`src/rtl/intl_rst_seq_if.sv`:
```
// Signal bundle between the INTL block / PS register bank and the
// interlock reset sequencer. Clock and reset stay plain ports on the modules.
//   slave  : the sequencer itself
//   master : the environment that drives the interlock state and reset requests
interface intl_rst_seq_if;
  logic [15:0] i_intl_state;
  logic [15:0] i_intl_mask;
  logic        i_rst_req;
  logic        i_sys_rst_flag;
  logic        o_intl_OC_rst;
  logic        o_intl_POC_rst;
  logic        o_intl_clr;
  logic [15:0] o_first_fault;
  logic        o_fault_latched;
  logic        o_busy;
  logic        o_rst_fail;
  logic [2:0]  o_seq_state;
  logic [31:0] o_fault_ts;

  modport slave (
    input  i_intl_state, i_intl_mask, i_rst_req, i_sys_rst_flag,
    output o_intl_OC_rst, o_intl_POC_rst, o_intl_clr, o_first_fault,
           o_fault_latched, o_busy, o_rst_fail, o_seq_state, o_fault_ts
  );

  modport master (
    output i_intl_state, i_intl_mask, i_rst_req, i_sys_rst_flag,
    input  o_intl_OC_rst, o_intl_POC_rst, o_intl_clr, o_first_fault,
           o_fault_latched, o_busy, o_rst_fail, o_seq_state, o_fault_ts
  );
endinterface

```
`src/rtl/intl_rst_seq.sv`:
```
// Interlock first-fault capture and hardware reset sequencer (AXI clock domain).
// Captures the masked interlock word at the first fault, and on a PS request
// (rising i_rst_req) or a DTR reset (falling i_sys_rst_flag) runs:
// pulse OC/POC reset lines -> settle -> clear INTL latches -> verify clean.
// Optional build macro INTL_RST_SEQ_TIMESTAMP_EN adds a free-running 32-bit
// cycle counter whose value is stored in o_fault_ts at capture; without it
// o_fault_ts is tied to zero.
module intl_rst_seq #(
  parameter int HW_RST_PULSE = 100,
  parameter int SETTLE_CYC   = 1000,
  parameter int CHECK_CYC    = 2
) (
  input  logic          i_clk,
  input  logic          i_rst,
  intl_rst_seq_if.slave bus
);

  localparam int MAXP_A = (HW_RST_PULSE > SETTLE_CYC) ? HW_RST_PULSE : SETTLE_CYC;
  localparam int MAXP   = (MAXP_A > CHECK_CYC) ? MAXP_A : CHECK_CYC;
  localparam int CW     = $clog2(MAXP + 1);

  localparam logic [CW-1:0] PULSE_LAST  = CW'(HW_RST_PULSE - 1);
  localparam logic [CW-1:0] SETTLE_LAST = CW'(SETTLE_CYC - 1);
  localparam logic [CW-1:0] CHECK_LAST  = CW'(CHECK_CYC - 1);

  typedef enum logic [2:0] {
    IDLE   = 3'd0,
    PULSE  = 3'd1,
    SETTLE = 3'd2,
    CLEAR  = 3'd3,
    CHECK  = 3'd4,
    FAIL   = 3'd5
  } state_t;

  state_t        state_q, state_d;
  logic [CW-1:0] cnt_q, cnt_d;

  logic [1:0]    dtr_sync_q;
  logic          dtr_prev_q;
  logic          req_q;

  logic          oc_rst_q;
  logic          poc_rst_q;
  logic          clr_q;
  logic [15:0]   first_fault_q;
  logic          latched_q;
  logic          busy_q;
  logic          rst_fail_q;

  logic [15:0]   masked;
  logic          start;
  logic          capture;
  logic          chk_pass;
  logic          chk_fail;

  assign masked = bus.i_intl_state & ~bus.i_intl_mask;

  // Start pulse: rising PS request, or falling edge of the synchronized DTR reset.
  assign start = (bus.i_rst_req & ~req_q) | (dtr_prev_q & ~dtr_sync_q[1]);

  // Capture is blocked while the reset lines are being exercised, since the
  // INTL inputs glitch during that window.
  assign capture = ~latched_q & ((state_q == IDLE) | (state_q == FAIL)) & (|masked);

  // DTR 2-FF synchronizer plus edge-detect history; PS request edge register.
  always_ff @(posedge i_clk or negedge i_rst) begin
    if (!i_rst) begin
      dtr_sync_q <= 2'b11;
      dtr_prev_q <= 1'b1;
      req_q      <= 1'b0;
    end else begin
      dtr_sync_q <= {dtr_sync_q[0], bus.i_sys_rst_flag};
      dtr_prev_q <= dtr_sync_q[1];
      req_q      <= bus.i_rst_req;
    end
  end

  // Sequencer state and shared phase counter.
  always_ff @(posedge i_clk or negedge i_rst) begin
    if (!i_rst) begin
      state_q <= IDLE;
      cnt_q   <= '0;
    end else begin
      state_q <= state_d;
      cnt_q   <= cnt_d;
    end
  end

  // Next-state logic; the counter restarts from zero on every state change.
  always_comb begin
    state_d  = state_q;
    cnt_d    = cnt_q + 1'b1;
    chk_pass = 1'b0;
    chk_fail = 1'b0;
    case (state_q)
      IDLE: begin
        cnt_d = '0;
        if (start) state_d = PULSE;
      end
      PULSE:  if (cnt_q == PULSE_LAST)  state_d = SETTLE;
      SETTLE: if (cnt_q == SETTLE_LAST) state_d = CLEAR;
      CLEAR:  state_d = CHECK;
      CHECK: begin
        if (cnt_q == CHECK_LAST) begin
          if (masked == 16'h0000) begin
            state_d  = IDLE;
            chk_pass = 1'b1;
          end else begin
            state_d  = FAIL;
            chk_fail = 1'b1;
          end
        end
      end
      FAIL:    state_d = IDLE;
      default: state_d = IDLE;
    endcase
    if (state_d != state_q) cnt_d = '0;
  end

  // Registered outputs; line levels follow the state being entered so they
  // line up exactly with o_seq_state.
  always_ff @(posedge i_clk or negedge i_rst) begin
    if (!i_rst) begin
      oc_rst_q      <= 1'b1;
      poc_rst_q     <= 1'b0;
      clr_q         <= 1'b0;
      first_fault_q <= '0;
      latched_q     <= 1'b0;
      busy_q        <= 1'b0;
      rst_fail_q    <= 1'b0;
    end else begin
      oc_rst_q  <= (state_d != PULSE);
      poc_rst_q <= (state_d == PULSE);
      clr_q     <= (state_d == CLEAR);

      if ((state_q == IDLE) && start) begin
        busy_q     <= 1'b1;
        rst_fail_q <= 1'b0;
      end else if (chk_pass) begin
        busy_q     <= 1'b0;
      end else if (chk_fail) begin
        busy_q     <= 1'b0;
        rst_fail_q <= 1'b1;
      end

      if (capture) begin
        first_fault_q <= masked;
        latched_q     <= 1'b1;
      end else if (chk_pass) begin
        first_fault_q <= '0;
        latched_q     <= 1'b0;
      end
    end
  end

`ifdef INTL_RST_SEQ_TIMESTAMP_EN
  logic [31:0] ts_cnt_q;
  logic [31:0] fault_ts_q;

  // Free-running cycle counter and the timestamp taken at capture.
  always_ff @(posedge i_clk or negedge i_rst) begin
    if (!i_rst) begin
      ts_cnt_q   <= '0;
      fault_ts_q <= '0;
    end else begin
      ts_cnt_q <= ts_cnt_q + 32'd1;
      if (capture)       fault_ts_q <= ts_cnt_q;
      else if (chk_pass) fault_ts_q <= '0;
    end
  end

  assign bus.o_fault_ts = fault_ts_q;
`else
  assign bus.o_fault_ts = '0;
`endif

  assign bus.o_intl_OC_rst   = oc_rst_q;
  assign bus.o_intl_POC_rst  = poc_rst_q;
  assign bus.o_intl_clr      = clr_q;
  assign bus.o_first_fault   = first_fault_q;
  assign bus.o_fault_latched = latched_q;
  assign bus.o_busy          = busy_q;
  assign bus.o_rst_fail      = rst_fail_q;
  assign bus.o_seq_state     = state_q;

endmodule

```
`src/flat_wrapper.sv`:
```
// flat-port wrapper written by rule: the top's interface ports become plain ports
module intl_rst_seq_flat 
#(
  parameter int HW_RST_PULSE = 100,
  parameter int SETTLE_CYC   = 1000,
  parameter int CHECK_CYC    = 2
)
  (i_clk, i_rst, bus_i_intl_state, bus_i_intl_mask, bus_i_rst_req, bus_i_sys_rst_flag, bus_o_intl_OC_rst, bus_o_intl_POC_rst, bus_o_intl_clr, bus_o_first_fault, bus_o_fault_latched, bus_o_busy, bus_o_rst_fail, bus_o_seq_state, bus_o_fault_ts);
  intl_rst_seq_if bus_i ();
  input  logic i_clk;
  input  logic i_rst;
  input wire logic [$bits(bus_i.i_intl_state)-1:0] bus_i_intl_state;
  input wire logic [$bits(bus_i.i_intl_mask)-1:0] bus_i_intl_mask;
  input wire logic [$bits(bus_i.i_rst_req)-1:0] bus_i_rst_req;
  input wire logic [$bits(bus_i.i_sys_rst_flag)-1:0] bus_i_sys_rst_flag;
  output wire logic [$bits(bus_i.o_intl_OC_rst)-1:0] bus_o_intl_OC_rst;
  output wire logic [$bits(bus_i.o_intl_POC_rst)-1:0] bus_o_intl_POC_rst;
  output wire logic [$bits(bus_i.o_intl_clr)-1:0] bus_o_intl_clr;
  output wire logic [$bits(bus_i.o_first_fault)-1:0] bus_o_first_fault;
  output wire logic [$bits(bus_i.o_fault_latched)-1:0] bus_o_fault_latched;
  output wire logic [$bits(bus_i.o_busy)-1:0] bus_o_busy;
  output wire logic [$bits(bus_i.o_rst_fail)-1:0] bus_o_rst_fail;
  output wire logic [$bits(bus_i.o_seq_state)-1:0] bus_o_seq_state;
  output wire logic [$bits(bus_i.o_fault_ts)-1:0] bus_o_fault_ts;
  assign bus_i.i_intl_state = bus_i_intl_state;
  assign bus_i.i_intl_mask = bus_i_intl_mask;
  assign bus_i.i_rst_req = bus_i_rst_req;
  assign bus_i.i_sys_rst_flag = bus_i_sys_rst_flag;
  assign bus_o_intl_OC_rst = bus_i.o_intl_OC_rst;
  assign bus_o_intl_POC_rst = bus_i.o_intl_POC_rst;
  assign bus_o_intl_clr = bus_i.o_intl_clr;
  assign bus_o_first_fault = bus_i.o_first_fault;
  assign bus_o_fault_latched = bus_i.o_fault_latched;
  assign bus_o_busy = bus_i.o_busy;
  assign bus_o_rst_fail = bus_i.o_rst_fail;
  assign bus_o_seq_state = bus_i.o_seq_state;
  assign bus_o_fault_ts = bus_i.o_fault_ts;
  intl_rst_seq #(.HW_RST_PULSE(HW_RST_PULSE), .SETTLE_CYC(SETTLE_CYC), .CHECK_CYC(CHECK_CYC)) u_core (.i_clk(i_clk), .i_rst(i_rst), .bus(bus_i));
endmodule
```
`config.mk`:
```
export PLATFORM = sky130hd
export DESIGN_NAME = intl_rst_seq_flat
export DESIGN_NICKNAME = d
export VERILOG_FILES = /design/src/rtl/intl_rst_seq_if.sv /design/src/rtl/intl_rst_seq.sv /design/src/flat_wrapper.sv
export SDC_FILE = /design/constraint.sdc
export NUM_CORES = 1
export LEC_CHECK = 0
export BUFFER_PORTS_ARGS = -buffer_cell sky130_fd_sc_hd__buf_2
export CORE_AREA = 2 2 89 83
export DETAILED_ROUTE_END_ITERATION = 8
export DIE_AREA = 0 0 91 85
export PLACE_DENSITY = 0.69
export SLEW_MARGIN = 20
export SYNTH_ARGS = -nofsm -noshare
export SYNTH_HDL_FRONTEND = slang
export SYNTH_SLANG_ARGS = --single-unit
```
`constraint.sdc`:
```
create_clock -name i_clk -period 3.8 [get_ports i_clk]
set_input_delay 0.38 -clock i_clk [delete_from_list [all_inputs] [get_ports i_clk]]
set_output_delay 0.38 -clock i_clk [all_outputs]
set_load 0.02 [all_outputs]
```
==> reports/qor.txt <==
Status: finished, final reports clean
Crit path DAT: 2.48 ns
Warnings, synthesis: 0
Largest net degree at the start of global routing: 40
Initial antenna violation count: 0
Hold Buf Count CTS: 0
Dpl cells: 339
Clk_skew: 0.0119 ns
Total setup buffers inserted after CTS: 0
Area share of the largest cell type after synthesis: 41.1%
DR WL/cell: 12.5 um
Post-CTS sizing: 0
Non-filler cells, final: 347
CP endpoint kind: flip-flop
Layout cells sized above 1: 34.6%
Worst IR Drop VDD: 190 uV
Routability Congestion: 0.843
CTS tree: yes
Grt total ovfl: 0
Worst Reg-to-Reg Cells: 5
Synth-to-Final Area Change: 15.6%
Root Driver: clkbuf_8
Starting Density: 31.2%
Synth Register Bits: 39
Synth top cells by count: 35 x dfrtp_1, 32 x buf_4, 16 x nor2b_1
Die Ht: 85 um
Tmin final: 2.33 ns
Post-DR vias/cell: 4.51
Final wirelength: 4.35 mm
Dominant cell type by area after synthesis: dfrtp_1
Pwr/cell area: 485 nW/um^2
Hold Path Sink: u_core.dtr_sync_q[0]
Leak pwr: 1.21 nW
Placement row count: 29
H-tree depth: 2
Async S/R FF share, synth: 100%
Synth Cell Area: 2130 um^2
Reg-to-Reg End: u_core.cnt_q[9]
Final Util: 36.1%
Clk Latency, worst-skew pair: 0.29 ns
Number of global-route vias before repair: 1532
Slew @ Worst Pin: 0.852 ns
Max Buffers Root-to-Sink: 2
Hold/Removal Path Class: in -> reg
Synth Instances: 193
Hold Crit Start: bus_i_sys_rst_flag
GRT Total Usage: 11.8%
Number of diodes: 0
Fill count: 716
Max Cap Viol: 0
Synth Flop Type: dfrtp_1
First-pass GRT wire length: 7.36 mm
Ports: 93
Max Clk Rate: 429 MHz
RSZ-0062 raised after global routing: no
DRC viols: 0
Final setup fails: 0
Tcrit/Tclk final: 61.4%
Final ANT Viol Nets: 0
Num CTS Buffers: 5
Crit path kind: reg -> reg
Input/output buffers: 60
Top post-synthesis cells by area: dfrtp_1 41%, buf_4 11%, dfstp_2 4.9%, nor2b_1 4.7%, a22o_1 4.1%
R2r startpoint: u_core.cnt_q[7]
Critical Path RT: 3.94 ns
Crit Path Max Fanout: 7
Final Hold Vio Count: 0
Hold path cells: 1
Die Area: 7740 um^2
Slew headroom: 43.2%
Startpoint types: flip-flop
TritonRoute pass-1 iters: 4
Vias: 1564
Detailed Route Iter0 Violations: 36
Core ar.: 6820 um^2
Sequential fraction of the synthesis area: 46.1%
Mean Syn Cell Area: 11.0 um^2
Max-slew violations: 0
R2r setup slk: 1.47 ns
Detailed placement HPWL: 3.29 mm
Most common cell in the synthesized netlist: dfrtp_1
NumNets Final: 291
Post-synth EDFFs: 0
Synth cell types: 44
Clock sinks: 39
Clock-pin slew on the worst setup and hold paths: 0.07 ns
Setup TNS: 0 ns
Die W: 91 um
state kept, by name, summed over array words and instances (netlist names):
register / cells
u_core.bus.o_busy: 1
u_core.bus.o_fault_latched: 1
u_core.bus.o_first_fault: 16
u_core.bus.o_intl_OC_rst: 1
u_core.bus.o_intl_POC_rst: 1
u_core.bus.o_intl_clr: 1
u_core.bus.o_rst_fail: 1
u_core.bus.o_seq_state: 3
u_core.cnt_q: 10
u_core.dtr_prev_q: 1
u_core.dtr_sync_q: 2
u_core.req_q: 1
critical path, stage by stage (launching register included):
cell	delay [ns]
dfrtp_1	0.43
or4_4	0.56
o41ai_1	0.57
inv_1	0.12
nor2_1	0.41
a211oi_1	0.11
metal layers:
metal / GRT usage, % / part of all wire, %
met3: 2.93 / 5.1
met1: 15.1 / 45
met5: 0 / 0
met4: 5.65 / 2.1
met2: 19.0 / 47
where the power goes:
part           internal [mW]  switching [mW]  total (mW)
combinational          0.141           0.210       0.351
sequential             0.492          0.0615       0.553
clock                  0.149           0.142       0.291
total                  0.781           0.414        1.20
worst max path at each step:
| stage | start | end | slack [ns] | cells past startpoint |
|---|---|---|---|---|
| 2_1_floorplan | u_core.cnt_q[7] | u_core.bus.o_first_fault[0] | 1.77 | 6 |
| 3_3_place_gp | bus_i_intl_state[1] | u_core.cnt_q[1] | 1.52 | 6 |
| 3_5_place_dp | u_core.cnt_q[7] | u_core.cnt_q[9] | 1.48 | 5 |
| 4_1_cts | u_core.cnt_q[7] | u_core.cnt_q[9] | 1.48 | 5 |
| 5_1_grt | u_core.cnt_q[7] | u_core.cnt_q[9] | 1.26 | 5 |
| 6_report | u_core.cnt_q[7] | u_core.cnt_q[9] | 1.47 | 5 |
layout by cell type, fill, tap and decap left out, types with 2 or more instances in the layout:
| cell | netlist | final |
|---|---|---|
| nand2_1 | 4 | 4 |
| conb_1 | 1 | 32 |
| inv_1 | 8 | 8 |
| buf_2 | 2 | 60 |
| dfrtp_1 | 35 | 35 |
| dfstp_2 | 4 | 4 |
| nor2_1 | 6 | 6 |
| nand3_1 | 6 | 6 |
| a221oi_1 | 2 | 2 |
| xor2_1 | 4 | 4 |
| a22o_1 | 10 | 10 |
| a211oi_1 | 7 | 7 |
| a22o_2 | 6 | 6 |
| a21oi_1 | 5 | 5 |
| xnor2_1 | 5 | 5 |
| nor4_2 | 4 | 4 |
| nor2b_1 | 16 | 16 |
| ha_1 | 2 | 2 |
| and3_1 | 3 | 3 |
| clkbuf_8 | 0 | 6 |
| nor3_1 | 2 | 2 |
| nor4_1 | 2 | 2 |
| o21ai_0 | 3 | 3 |
through the flow:
stage / instance area, um^2 / setup slack [ns] / power (mW) / hold slack, ns
2_1_floorplan: 2250 / 1.77 / 0.821 / 0.0844
3_3_place_gp: 2370 / 1.52 / 0.908 / 0.347
3_5_place_dp: 2370 / 1.48 / 0.915 / 0.351
4_1_cts: 2460 / 1.48 / 1.21 / 0.168
5_1_grt: 2460 / 1.26 / 1.27 / 0.171
6_report: 2460 / 1.47 / 1.20 / 0.182
cell type report:
type / instances / area (um^2) / area share (%)
Sequential cell: 39 / 981 / 39.8
Tap cell: 93 / 116 / 4.73
Multi-Input combinational cell: 139 / 940 / 38.2
Clock buffer: 7 / 86.3 / 3.51
Inverter: 8 / 30.0 / 1.22
Timing Repair Buffer: 60 / 300 / 12.2
Clock inverter: 1 / 8.76 / 0.356
cell families (layout without fill, tap and decap cells):
group	after synthesis	count (layout)	share of synthesized area, %
compound gates	40	40	14.8
xor+xnor	9	9	3.70
fa+ha+maj	2	2	1.17
buf+inv	46	76	15.3
flops	39	39	46.1
mux	1	1	1.06
other cells	1	32	0.176
simple gates	55	55	17.7
(Power assumes the default switching activity.)
